### src/rtl/bindec_stream.sv
// rtl/bindec_stream.sv - streaming binary-to-one-hot decoder with 2-entry output buffer
module bindec_stream #(
  parameter int n = 8
) (
  input  logic                 clk,
  input  logic                 reset,
  input  logic                 in_valid,
  output logic                 in_ready,
  input  logic [$clog2(n)-1:0] in,
  output logic                 out_valid,
  input  logic                 out_ready,
  output logic [n-1:0]         out,
  output logic                 out_err
);

  typedef enum logic [1:0] {EMPTY, ONE, FULL} state_t;

  state_t       state;
  logic [n-1:0] tail_word;
  logic         tail_err;
  logic [n-1:0] dec_word;
  logic         dec_err;
  logic         accept;
  logic         pop;

  // Indices at or above n only exist when n is not a power of two.
  always_comb begin
    dec_word = '0;
    dec_err  = 1'b0;
    if (int'(in) < n) dec_word[in] = 1'b1;
    else              dec_err      = 1'b1;
  end

  assign accept = in_valid & in_ready;
  assign pop    = out_valid & out_ready;

  // The head entry lives directly in the out/out_err/out_valid registers.
  always_ff @(posedge clk or posedge reset) begin
    if (reset) begin
      state     <= EMPTY;
      out_valid <= 1'b0;
      out       <= '0;
      out_err   <= 1'b0;
      tail_word <= '0;
      tail_err  <= 1'b0;
      in_ready  <= 1'b0;
    end else begin
      in_ready <= 1'b1;
      case (state)
        EMPTY: begin
          if (accept) begin
            out       <= dec_word;
            out_err   <= dec_err;
            out_valid <= 1'b1;
            state     <= ONE;
          end
        end
        ONE: begin
          if (accept && pop) begin
            out     <= dec_word;
            out_err <= dec_err;
          end else if (accept) begin
            tail_word <= dec_word;
            tail_err  <= dec_err;
            state     <= FULL;
            in_ready  <= 1'b0;
          end else if (pop) begin
            out       <= '0;
            out_err   <= 1'b0;
            out_valid <= 1'b0;
            state     <= EMPTY;
          end
        end
        FULL: begin
          if (pop) begin
            out       <= tail_word;
            out_err   <= tail_err;
            tail_word <= '0;
            tail_err  <= 1'b0;
            state     <= ONE;
          end else begin
            in_ready <= 1'b0;
          end
        end
        default: begin
          state     <= EMPTY;
          out_valid <= 1'b0;
          out       <= '0;
          out_err   <= 1'b0;
        end
      endcase
    end
  end

endmodule

### config.mk
export PLATFORM = sky130hd
export DESIGN_NAME = bindec_stream
export DESIGN_NICKNAME = d
export VERILOG_FILES = /design/src/rtl/bindec_stream.sv
export SDC_FILE = /design/constraint.sdc
export NUM_CORES = 1
export LEC_CHECK = 0
export ABC_AREA = 1
export CAP_MARGIN = 10
export CELL_PAD_IN_SITES_DETAIL_PLACEMENT = 1
export CELL_PAD_IN_SITES_GLOBAL_PLACEMENT = 1
export CORE_ASPECT_RATIO = 1.4
export CORE_MARGIN = 4
export CORE_UTILIZATION = 38
export CTS_CLUSTER_DIAMETER = 80
export CTS_CLUSTER_SIZE = 8
export DETAILED_ROUTE_END_ITERATION = 6
export PLACE_DENSITY_LB_ADDON = 0.1
export SLEW_MARGIN = 20
export SYNTH_ARGS = -nofsm -noshare
export SYNTH_HDL_FRONTEND = slang
export SYNTH_SLANG_ARGS = --single-unit
### constraint.sdc
create_clock -name clk -period 1.9 [get_ports clk]
set_clock_uncertainty 0.1 [all_clocks]
set_input_delay 0.38 -clock clk [delete_from_list [all_inputs] [get_ports clk]]
set_output_delay 0.38 -clock clk [all_outputs]
set_load 0.01 [all_outputs]
== After elaboration in Yosys (flattened, before gate mapping) ==
Cells that the tools add are included.

* Register bits after elaboration: 22
* Bits in latches: 0
* RAM bits: 0
* Bits in read-only memories: 0
* Input bits: 7
* Logic and storage cells: 62
* Memories kept: 0

* Add/subtract/negate cells: 0
* Multipliers: 0
* Div/mod/pow operators: 0
* Magnitude comparators: 2
* Equal/unequal tests: 11
* Shifts and indexed selects: 0
* Mux-type cells: 31
* Bitwise operators: 3
* Reduce and logical (&&, ||, !) cells: 8

{| class="wikitable"
|+ Operators by type and width
! operator !! count
|-
| 8-bit 2-to-1 mux || 6
|-
| 8-bit one-hot mux with 3 select lines || 1
|-
| 8-bit one-hot mux with 2 select lines || 1
|-
| 1-bit 2-to-1 mux || 12
|-
| 2-bit inequality test (second input constant) || 6
|-
| 4-bit AND reduction || 3
|-
| 2-bit 2-to-1 mux || 5
|-
| 3-bit inequality test (second input constant) || 3
|-
| 1-bit one-hot mux with 3 select lines || 2
|-
| 2-bit one-hot mux with 3 select lines || 1
|-
| 5-bit AND reduction || 1
|-
| 3-bit by 4-bit less-than comparator with 1-bit output (second input constant) || 1
|-
| 1-bit one-hot mux with 2 select lines || 2
|-
| 1-bit demux with 3-bit select || 1
|-
| 3-bit by 1-bit >= comparator with 1-bit output (second input constant) || 1
|-
| 1-bit bitwise AND || 2
|-
| 2-bit by 1-bit equality test with 1-bit output (second input constant) || 1
|-
| 2-bit equality test (second input constant) || 1
|-
| 1-bit logical AND || 2
|-
| 2-bit logical NOT || 1
|-
| 2-bit nonzero test || 1
|-
| 1-bit inverter || 1
|}

== Longest topological paths before layout ==
Gate-level depths: netlist of the first run.

* Word-level depth: 7
* Mapped depth: 9
* Mapped depth without buffers: 8

== Least setup slack after synthesis of the first run ==
OpenSTA, ideal clock, no wires.

* Kind: register to register
* From: register state[1]
* To: register tail_word[0]
* Setup time: 0.117 ns
* Arrival time: 1.294 ns
* Required time: 1.683 ns
* Setup slack: 0.389 ns
* Cell stages (with the launch flop): 10
* Period minus slack after synthesis: 1.511 ns
* Path through: dfrtp_1 inv_1 ha_1 nand3_2 nor2_1 nor2_1 nand2_2 buf_6 nand2_2 o21ai_2

* Word-level cells in the longest chain between the ends: 3
* Elaborated cells on any way between the ends: 8

{| class="wikitable"
|+ RTL lines
! element !! line !! RTL
|-
| start: declaration || 18 || <nowiki>state_t state;</nowiki>
|-
| start signal: assignment || 40 || <nowiki>state <= EMPTY;</nowiki>
|-
| start signal: assignment || 55 || <nowiki>state <= ONE;</nowiki>
|-
| start signal: assignment || 65 || <nowiki>state <= FULL;</nowiki>
|-
| 2-bit by 1-bit equality test with 1-bit output or 2-bit equality test (tied branches) || 49 || <nowiki>case (state)</nowiki>
|-
| 2-bit inequality test (no line) or 2-bit nonzero test (tied branches) || - ||
|-
| 4-bit AND reduction (no line) || - ||
|-
| end signal: assignment || 63 || <nowiki>tail_word <= dec_word;</nowiki>
|-
| end: declaration || 19 || <nowiki>logic [n-1:0] tail_word;</nowiki>
|}

Several ways; a longest one is shown, not always the timed one.
A chain may end at the register's enable or synchronous reset.

== Final worst setup path of the first run ==
* From: register state[1]
* To: register tail_word[1]

The elaborated chain is that of the path after synthesis.

==> metrics.txt, run 1 <==
RR Startpoint=state[1]; fraction of layout cells with a size suffix above 1=~16%; Slowest-stage cell, CP=dfrtp_1; Starting Density=between 30 and 40%; instance count on the critical path=8; Slew Viols, Final=0; Synth Area in Simple Gates=a little over a third; Syn-to-layout area delta=24.5%; internal power=~0.0011 W; H-tree depth=1; nets=between 150 and 200; hold crit path type=in -> async; Post-Synthesis Cells=between 100 and 150; kind of end point of the critical path=register; total wire length=about 2700 um; yosys warns=0; Die W=~54 um; top cell type's share of synthesized area=roughly 44%; wire per inst=approximately 13 um; Comb pwr share=49.4%; largest area contributor in the netlist=dfrtp_1; critical path, cell by cell=inv_1 -> ha_1 -> nand3_2 -> nor2_1 -> nor2_1 -> nand2_4 -> nand2_1 -> o21ai_2; hold slack=between 0.3 and 0.4 ns; HPWL after DPL=~2200 um; Worst VDD drop=606 uV; initial drt markers=5; Avg Inst Size Synth=7.58 um2; largest fanout on the critical path=16; Setup WS post-layout=around 0.17 ns; clock share of power=between 10 and 15%; CTS tree=done; Area contributors post-synth=dfrtp_1, nand2_1, o21ai_2; placed inst area=between 1000 and 1500 um2; path depth of the worst reg2reg path=8; crit path DAT=about 1.8 ns; area of the multi-input gates=around 580 um2; most used cell, CP=nor2_1; Fmax achieved=579 MHz; height of the chip=~73 um; Synth Net Count=160; initial antenna violation count=0; clock latency on the worst-skew pair=0.25 ns; first-pass GRT wire length=~4700 um; Setup WS pre-CTS=-0.0115 ns; antenna cells=0; top cells by count, synth=nand2_1, dfrtp_1, nor2_1, o21ai_2, inv_1; CTS Sinks=20; worst r2r dst=tail_word[1]; DR vias/cell=4.77; CP Launch Type=register; WP data required=slightly below 2 ns; count of cell types in the netlist=21; endpoints failing setup=0; full die area=approximately 4000 um2; worst path buffer plus inverter count=1; top_reg_cell synth=dfrtp_1; status=finished, final reports clean; register bit count reported by yosys=20; compound-cell area share of the yosys netlist=roughly 11%; Tcrit/Tclk final=between 90% and 100%; Vias=992; share of the yosys chip area belonging to registers=roughly 44%; RSZ-0062 raised after global routing=no; GP Congestion=0.805; max incr delay on CP=~0.40 ns; vias in the first global route=roughly 1,100; max_cap viols=0; CTS Hold Buffers Added=0; Design Area, Final=between 1000 and 1500 um2; DRC=0; Max Buffers Root-to-Sink=2; mapped cell area=about 1100 um2; I/O Buffers=16; Crit Path Category=reg -> reg; main combinational cell family by area after synthesis=simple AND/OR/NAND/NOR gates; multiplexer share of the synthesized area=0%; FP Rows=23; EDFF count, synth=0; switching power share of the total=40.7%; Reg area=around 500 um2; CP delay by family, top=simple AND/OR/NAND/NOR gates; pwr dens=1350 nW/um2; CTS clk-pin slew, worst paths=0.07 ns; global route overflow=0; CTS Buf Count=3; fill count=between 300 and 400; global-route usage over all layers=between 15 and 20%; Reg power frac=approximately 37%; Top-Level Pins=18; Pleak=just over 0.7 nW; Root Driver=clkbuf_8; total power=roughly 0.0019 W; post-route minimum period=approximately 1.7 ns; router iterations before antenna repair=4; Net Sw Power=0.000774 W; largest net degree at the start of global routing=21; Adder-Cell Fraction of Synth Area=around 4.4%; Synth Area in XOR/XNOR=0%; Final Hold Fails=0; DRT antenna net count=0; Core Region=approximately 2800 um2; async set or reset register ratio after synthesis=100%; count leader, synth=nand2_1; internal reg-to-reg setup slack=0.17 ns
[metrics by stage]
stage	cells	TNS (ns)	utilization, %
6_report	208	0	49.4
5_1_grt	208	0	49.4
4_1_cts	208	0	49.2
3_5_place_dp	205	-0.0180	47.7
3_3_place_gp	205	0	47.7
2_1_floorplan	149	0	-
[power groups by stage]
stage	registers (W)	clock network (W)	logic [W]
after floorplan	0.000716	0	0.000564
after global placement	0.000701	0	0.000919
after detailed placement	0.000707	0	0.000950
after CTS	0.000699	0.000273	0.000955
after global routing	0.000715	0.000291	0.00106
final	0.000695	0.000267	0.000940
[cell usage in the layout, fill, tap and decap left out, drive strengths merged, types with 3 or more instances in the layout]
cell,Yosys,final
clkdlybuf4s50,0,16
clkbuf,0,3
nor2,11,11
dfrtp,20,20
buf,4,7
inv,6,6
ha,4,4
nand2,80,80
o21ai,14,14
[kinds of logic after synthesis]
family          Yosys count
fa+ha+maj                 4
compound gates           17
other cells               1
simple gates             96
buf+inv                  11
flops                    20
[cell type report]
class / count / area share, %
repair buffers: 23 / 15.1
flip-flops and latches: 20 / 35.6
multi-input cells: 118 / 41.2
inverters: 7 / 1.87
well taps: 37 / 3.29
clock buffers: 3 / 2.94
[registers in the layout, summed over array words and instances, names as in the netlist]
signal,count
out,8
in_ready,1
state,2
out_valid,1
tail_word,8
[how the worst max path moves through the flow]
stage | startpoint | to | slack (ns)
5_1_grt | state[1] | tail_word[2] | 0.05
4_1_cts | state[1] | tail_word[1] | 0.10
6_report | state[1] | tail_word[1] | 0.17
2_1_floorplan | state[1] | tail_word[0] | 0.39
3_5_place_dp | out_ready | tail_word[1] | -0.01
3_3_place_gp | in_valid | tail_word[1] | 0.06
[worst min-delay path, delay by kind of cell]
kind | cells | cell delay, ns
buffers and inverters | 3 | 0.70
[repair_timing]
action | 4_1_cts | 5_1_grt
resized for setup | 0 | 1
setup buffers | 0 | 0
setup endpoints to repair | 0 | 7
[metal layers]
metal  vias to the layer above  GRT usage [%]  wire length [um]
met1                       477           17.4              1050
met4                         0           3.32                13
met3                         2           2.67                57
met5                         -              0                 0
li1                        505              -                 -
met2                         8           31.4              1590
No activity file was read; power rests on OpenSTA's default activity.
==> run 2: changes to the inputs <==
Settings changed: CORE_UTILIZATION 38 to 41, CTS_CLUSTER_SIZE 8 to 20.
Clock period 1.9 ns to 2.2 ns, I/O delays scaled along.
==> run 2 against run 1 <==
Routed wire length is 0.48% higher; critical path depth shrank 7; largest power group unchanged; worst setup slack gained 0.20 ns; critical endpoint is now in_ready; first-iteration DRC count grew to 8.2 times the previous value; hold slack gained 0.0076 ns; global-route usage rose by 0.89 points; combinational power down 15%; via count up 0.40%; design area fell by 2.9%; register-to-register slack gained 0.22 ns; die area down 6.4%.
==> metrics.txt, run 2 (synthesized netlist as in run 1, its figures left out) <==
first-pass GRT wire length=4830 um (+2.7%); # resized after CTS=0 (unchanged); GP Congestion=0.763 (-5.2%); router iterations before antenna repair=4 (unchanged); largest fanout on the critical path=3 (-13); placed inst area=1330 um2 (-2.3%); nets=180 (-2.2%); setup tns final=0 ns (unchanged); H-tree depth=1 (unchanged); Tcrit/Tclk final=83.1%; Pleak=0.689 nW (-3.0%); path depth of the worst reg2reg path=8 (unchanged); fraction of layout cells with a size suffix above 1=14.9% (-1.5 points); uppermost routed layer=met4; Final Hold Fails=0 (unchanged); Max Buffers Root-to-Sink=2 (unchanged); Setup WS post-layout=0.373 ns (+0.199 ns); global route overflow=0 (unchanged); Slew Viols, Final=0 (unchanged); endpoints failing setup=0 (unchanged); Worst Setup SP=in_ready; Design Area, Final=1370 um2 (-2.9%); Starting Density=42.8% (+3.1 points); Root Driver=clkbuf_4; kind of end point of the critical path=output pin; most frequent cells in the layout=nand2_1, dfrtp_1, clkdlybuf4s50_1; status=finished, final reports clean; DR vias/cell=4.88 (+2.4%); hold crit path type=in -> async; Final Util=51.7% (+2.3 points); Syn-to-layout area delta=20.8%; CTS Sinks=20 (unchanged); critical path, cell by cell=clkdlybuf4s50_1; total wire length=2720 um (+0.48%); max incr delay on CP=0.57 ns (+0.17 ns); Worst VDD drop=629 uV (+3.8%); pwr dens=1180 nW/um2 (-13%); wire per inst=13.3 um (+2.4%); FP Rows=22 (-4.3%); internal reg-to-reg setup slack=0.39 ns (+0.22 ns); worst r2r dst=tail_word[6]; post-route minimum period=between 1.5 and 2 ns; worst path buffer plus inverter count=1 (unchanged); HPWL after DPL=2070 um (-7.1%); most common cell after layout, fill and taps aside=nand2_1; Top-Level Pins=18 (unchanged); initial antenna violation count=0 (unchanged); max_cap viols=0 (unchanged); Post-CTS Setup Bufs=0 (unchanged); Regs by FF count=out (8), tail_word (8), state (2); Die W=52.4 um (-3.2%); Core Region=2640 um2 (-7.2%); CTS Hold Buffers Added=0 (unchanged); wire length on met2=1360 um (-15%); full die area=3670 um2 (-6.4%); RR Startpoint=state[1]; CP Launch Type=register; DRC=0 (unchanged); CTS clk-pin slew, worst paths=0.12 ns (+0.05 ns); wl on met1=1230 um (+17%); RSZ-0062 raised after global routing=no; height of the chip=70.1 um (-3.3%); Vias=996 (+0.40%); crit path DAT=1.29 ns (-0.48 ns); antenna cells=0 (unchanged); Slowest-stage cell, CP=clkdlybuf4s50_1; clock latency on the worst-skew pair=0.30 ns (+0.05 ns); met3 WL=104 um (+82%); WP data required=1.66 ns (-0.28 ns); Setup WS pre-CTS=0.176 ns (+0.187 ns); Crit Path Category=reg -> out; Fmax achieved=approximately 550 MHz; CP delay by family, top=buffers and inverters; DRT antenna net count=0 (unchanged); global-route usage over all layers=17.0% (+0.89 points); I/O Buffers=16 (unchanged); CTS tree=done; largest net degree at the start of global routing=21 (unchanged); vias in the first global route=1,072 (-4.5%); initial drt markers=41 (+36); CTS Buf Count=3 (unchanged)
-- run 2: how the worst max path moves through the flow --
stage          slack [ns]  cells past startpoint            to
2_1_floorplan        0.69                      9  tail_word[0]
4_1_cts              0.35                      1      in_ready
3_3_place_gp         0.25                      8  tail_word[3]
5_1_grt              0.23                      8  tail_word[5]
6_report             0.37                      1      in_ready
3_5_place_dp         0.18                      8  tail_word[6]
-- run 2: layout make-up --
type / count / area (um2)
tap: 36 / 45.0
multi-input combinational: 118 / 574
sequential: 20 / 500
clock buffer: 4 / 36.3
fill: 341 / 1280
timing repair buffer: 19 / 183
inverter: 7 / 26.3
-- run 2: report_power, final --
group / leakage (nW) / internal, W / switching [W] / total, W
registers: 0.266 / 0.000503 / 0.0000873 / 0.000590
logic: 0.402 / 0.000321 / 0.000479 / 0.000800
clock network: 0.0210 / 0.000101 / 0.000116 / 0.000217
total: 0.689 / 0.000925 / 0.000682 / 0.00161
-- run 2: layer usage --
layer	vias to the layer above	GRT usage [%]
met5	-	0
met4	0	6.53
li1	499	-
met2	20	28.0
met3	4	3.20
met1	473	21.4
-- run 2: per-stage QoR --
stage | hold WS (ns) | power, W | cells
final | 0.363 | 0.00161 | 204
after global routing | 0.387 | 0.00177 | 204
after CTS | 0.370 | 0.00163 | 204
after detailed placement | 0.369 | 0.00141 | 200
after floorplan | 0.304 | 0.00111 | 149
after global placement | 0.361 | 0.00136 | 200
==> run 3: changes to the inputs <==
Settings changed: CORE_UTILIZATION 41 to 38.
Clock period 2.2 ns to 1.8 ns, I/O delays scaled along.
==> run 3 against run 2 <==
Hold slack got worse by 0.030 ns; critical path depth rose by 5; sequential cell count did not move; count of clock-buffer cells in the layout fell by 1; combinational power rose by 40%.
==> metrics.txt, run 3 (synthesized netlist as in run 1, its figures left out) <==
clock latency on the worst-skew pair=0.25 ns (-0.05 ns); Die W=54.1 um (+3.3%); Net Sw Power=0.000885 W (+30%); global route overflow=0 (unchanged); Core Region=2850 um2 (+7.8%); Starting Density=39.7% (-3.1 points); Setup WS post-layout=0.105 ns (-0.268 ns); most common cell after layout, fill and taps aside=nand2_1; GP Congestion=0.848 (+11%); first-pass GRT wire length=4940 um (+2.3%); CP Launch Type=register; Tcrit/Tclk final=94.2%; internal power=0.00127 W (+37%); Root Driver=clkbuf_8; Slew Viols, Final=0 (unchanged); placed inst area=1370 um2 (+3.3%); Fmax achieved=about 590 MHz; vias in the first global route=1,158 (+8.0%); Crit Path Category=reg -> reg; CP delay by family, top=flip-flops; nets=186 (+3.3%); max incr delay on CP=0.42 ns (-0.15 ns); CTS Hold Buffers Added=0 (unchanged); initial antenna violation count=0 (unchanged); I/O Buffers=16 (unchanged); CTS Sinks=20 (unchanged); Slowest-stage cell, CP=dfrtp_1; CTS tree=done; router iterations before antenna repair=4 (unchanged); switching power share of the total=41.1% (-1.3 points); largest fanout on the critical path=5 (+2); hold slack=0.333 ns (-0.0302 ns); status=finished, final reports clean; Comb pwr share=52.0% (+2.2 points); critical path, cell by cell=inv_1 -> ha_2 -> nand3_4 -> buf_4 -> or2_2 -> o21ai_0; antenna cells=0 (unchanged); most frequent cells in the layout=nand2_1, dfrtp_1, clkdlybuf4s50_1; Vias=1,036 (+4.0%); Final Hold Fails=0 (unchanged); DRT antenna net count=0 (unchanged); hold crit path type=in -> async; total wire length=2840 um (+4.3%); Worst VDD drop=566 uV (-10%); Setup WS pre-CTS=-0.128 ns (-0.303 ns); WP data required=1.87 ns (+0.21 ns); DRC=0 (unchanged); endpoints failing setup=0 (unchanged); CTS clk-pin slew, worst paths=0.08 ns (-0.04 ns); HPWL after DPL=2230 um (+7.6%); Reg power frac=34.4% (-2.3 points); Pleak=0.724 nW (+5.0%); initial drt markers=13 (-68%); crit path DAT=1.76 ns (+0.47 ns); pwr dens=1480 nW/um2 (+25%); Top-Level Pins=18 (unchanged); clock share of power=13.6% (about the same); fraction of layout cells with a size suffix above 1=19.7% (+4.8 points); Regs by FF count=out (8), tail_word (8), state (2); largest net degree at the start of global routing=21 (unchanged); Max Buffers Root-to-Sink=2 (unchanged); kind of end point of the critical path=register; H-tree depth=1 (unchanged); full die area=3920 um2 (+6.8%); wire per inst=13.5 um (+1.4%); Syn-to-layout area delta=29.1%; CTS Buf Count=3 (unchanged); worst path buffer plus inverter count=2 (+1); height of the chip=72.5 um (+3.4%); global-route usage over all layers=16.7% (-0.31 points); FP Rows=23 (+4.5%); Design Area, Final=1460 um2 (+6.9%); max_cap viols=0 (unchanged); internal reg-to-reg setup slack=0.10 ns (-0.29 ns); post-route minimum period=1.70 ns; DR vias/cell=4.93 (+1.0%)
run 3: power groups by stage:
stage | clock network, W | logic, W | registers (W)
after floorplan | 0 | 0.000595 | 0.000756
after global placement | 0 | 0.00103 | 0.000740
after detailed placement | 0 | 0.00106 | 0.000744
after CTS | 0.000299 | 0.00108 | 0.000737
after global routing | 0.000316 | 0.00126 | 0.000758
final | 0.000292 | 0.00112 | 0.000740
run 3: per-stage QoR:
stage,util (%),power (W),cells,setup TNS [ns]
after floorplan,-,0.00135,149,0
after global placement,48.2,0.00177,205,-0.103
after detailed placement,48.2,0.00181,205,-0.724
after CTS,49.8,0.00211,208,0
after global routing,51.2,0.00233,210,-0.000933
final,51.2,0.00215,210,0
run 3: worst paths after layout:
kind                            depth (start not counted)     start   endpoint
worst max-delay path                                    6  state[1]   state[1]
worst min-delay path                                    3     reset  out_valid
worst max register to register                          6  state[1]   state[1]
worst min register to register                          2    out[6]     out[6]
max in group asynchronous                               3     reset     out[3]
min in group clk                                        2    out[6]     out[6]
run 3: worst register-to-register path, stage by stage, from the launching register on:
cell     delay [ns]
dfrtp_1        0.42
inv_1          0.10
ha_2           0.26
nand3_4        0.14
buf_4          0.16
or2_2          0.26
o21ai_0        0.17
run 3: repair_timing:
action                     4_1_cts  5_1_grt
setup buffers                    0        1
pin swaps                        0        2
gates cloned                     0        1
gates resized for setup          1        7
setup endpoints to repair        6       18
run 3: cell type report:
| cell class | instances | area, um2 |
|---|---|---|
| Clock buffer | 3 | 41.3 |
| Tap cell | 37 | 46.3 |
| Timing Repair Buffer | 24 | 233 |
| Sequential cell | 20 | 500 |
| Multi-Input combinational cell | 119 | 612 |
| Fill cell | 346 | 1390 |
| Inverter | 7 | 26.3 |
run 3: per-layer routing:
layer	up-vias	share of wire (%)	track usage (%)
met5	-	0	0
met4	0	1.4	4.43
met3	4	2.6	2.26
met2	14	57	32.5
met1	510	39	17.9
li1	508	-	-
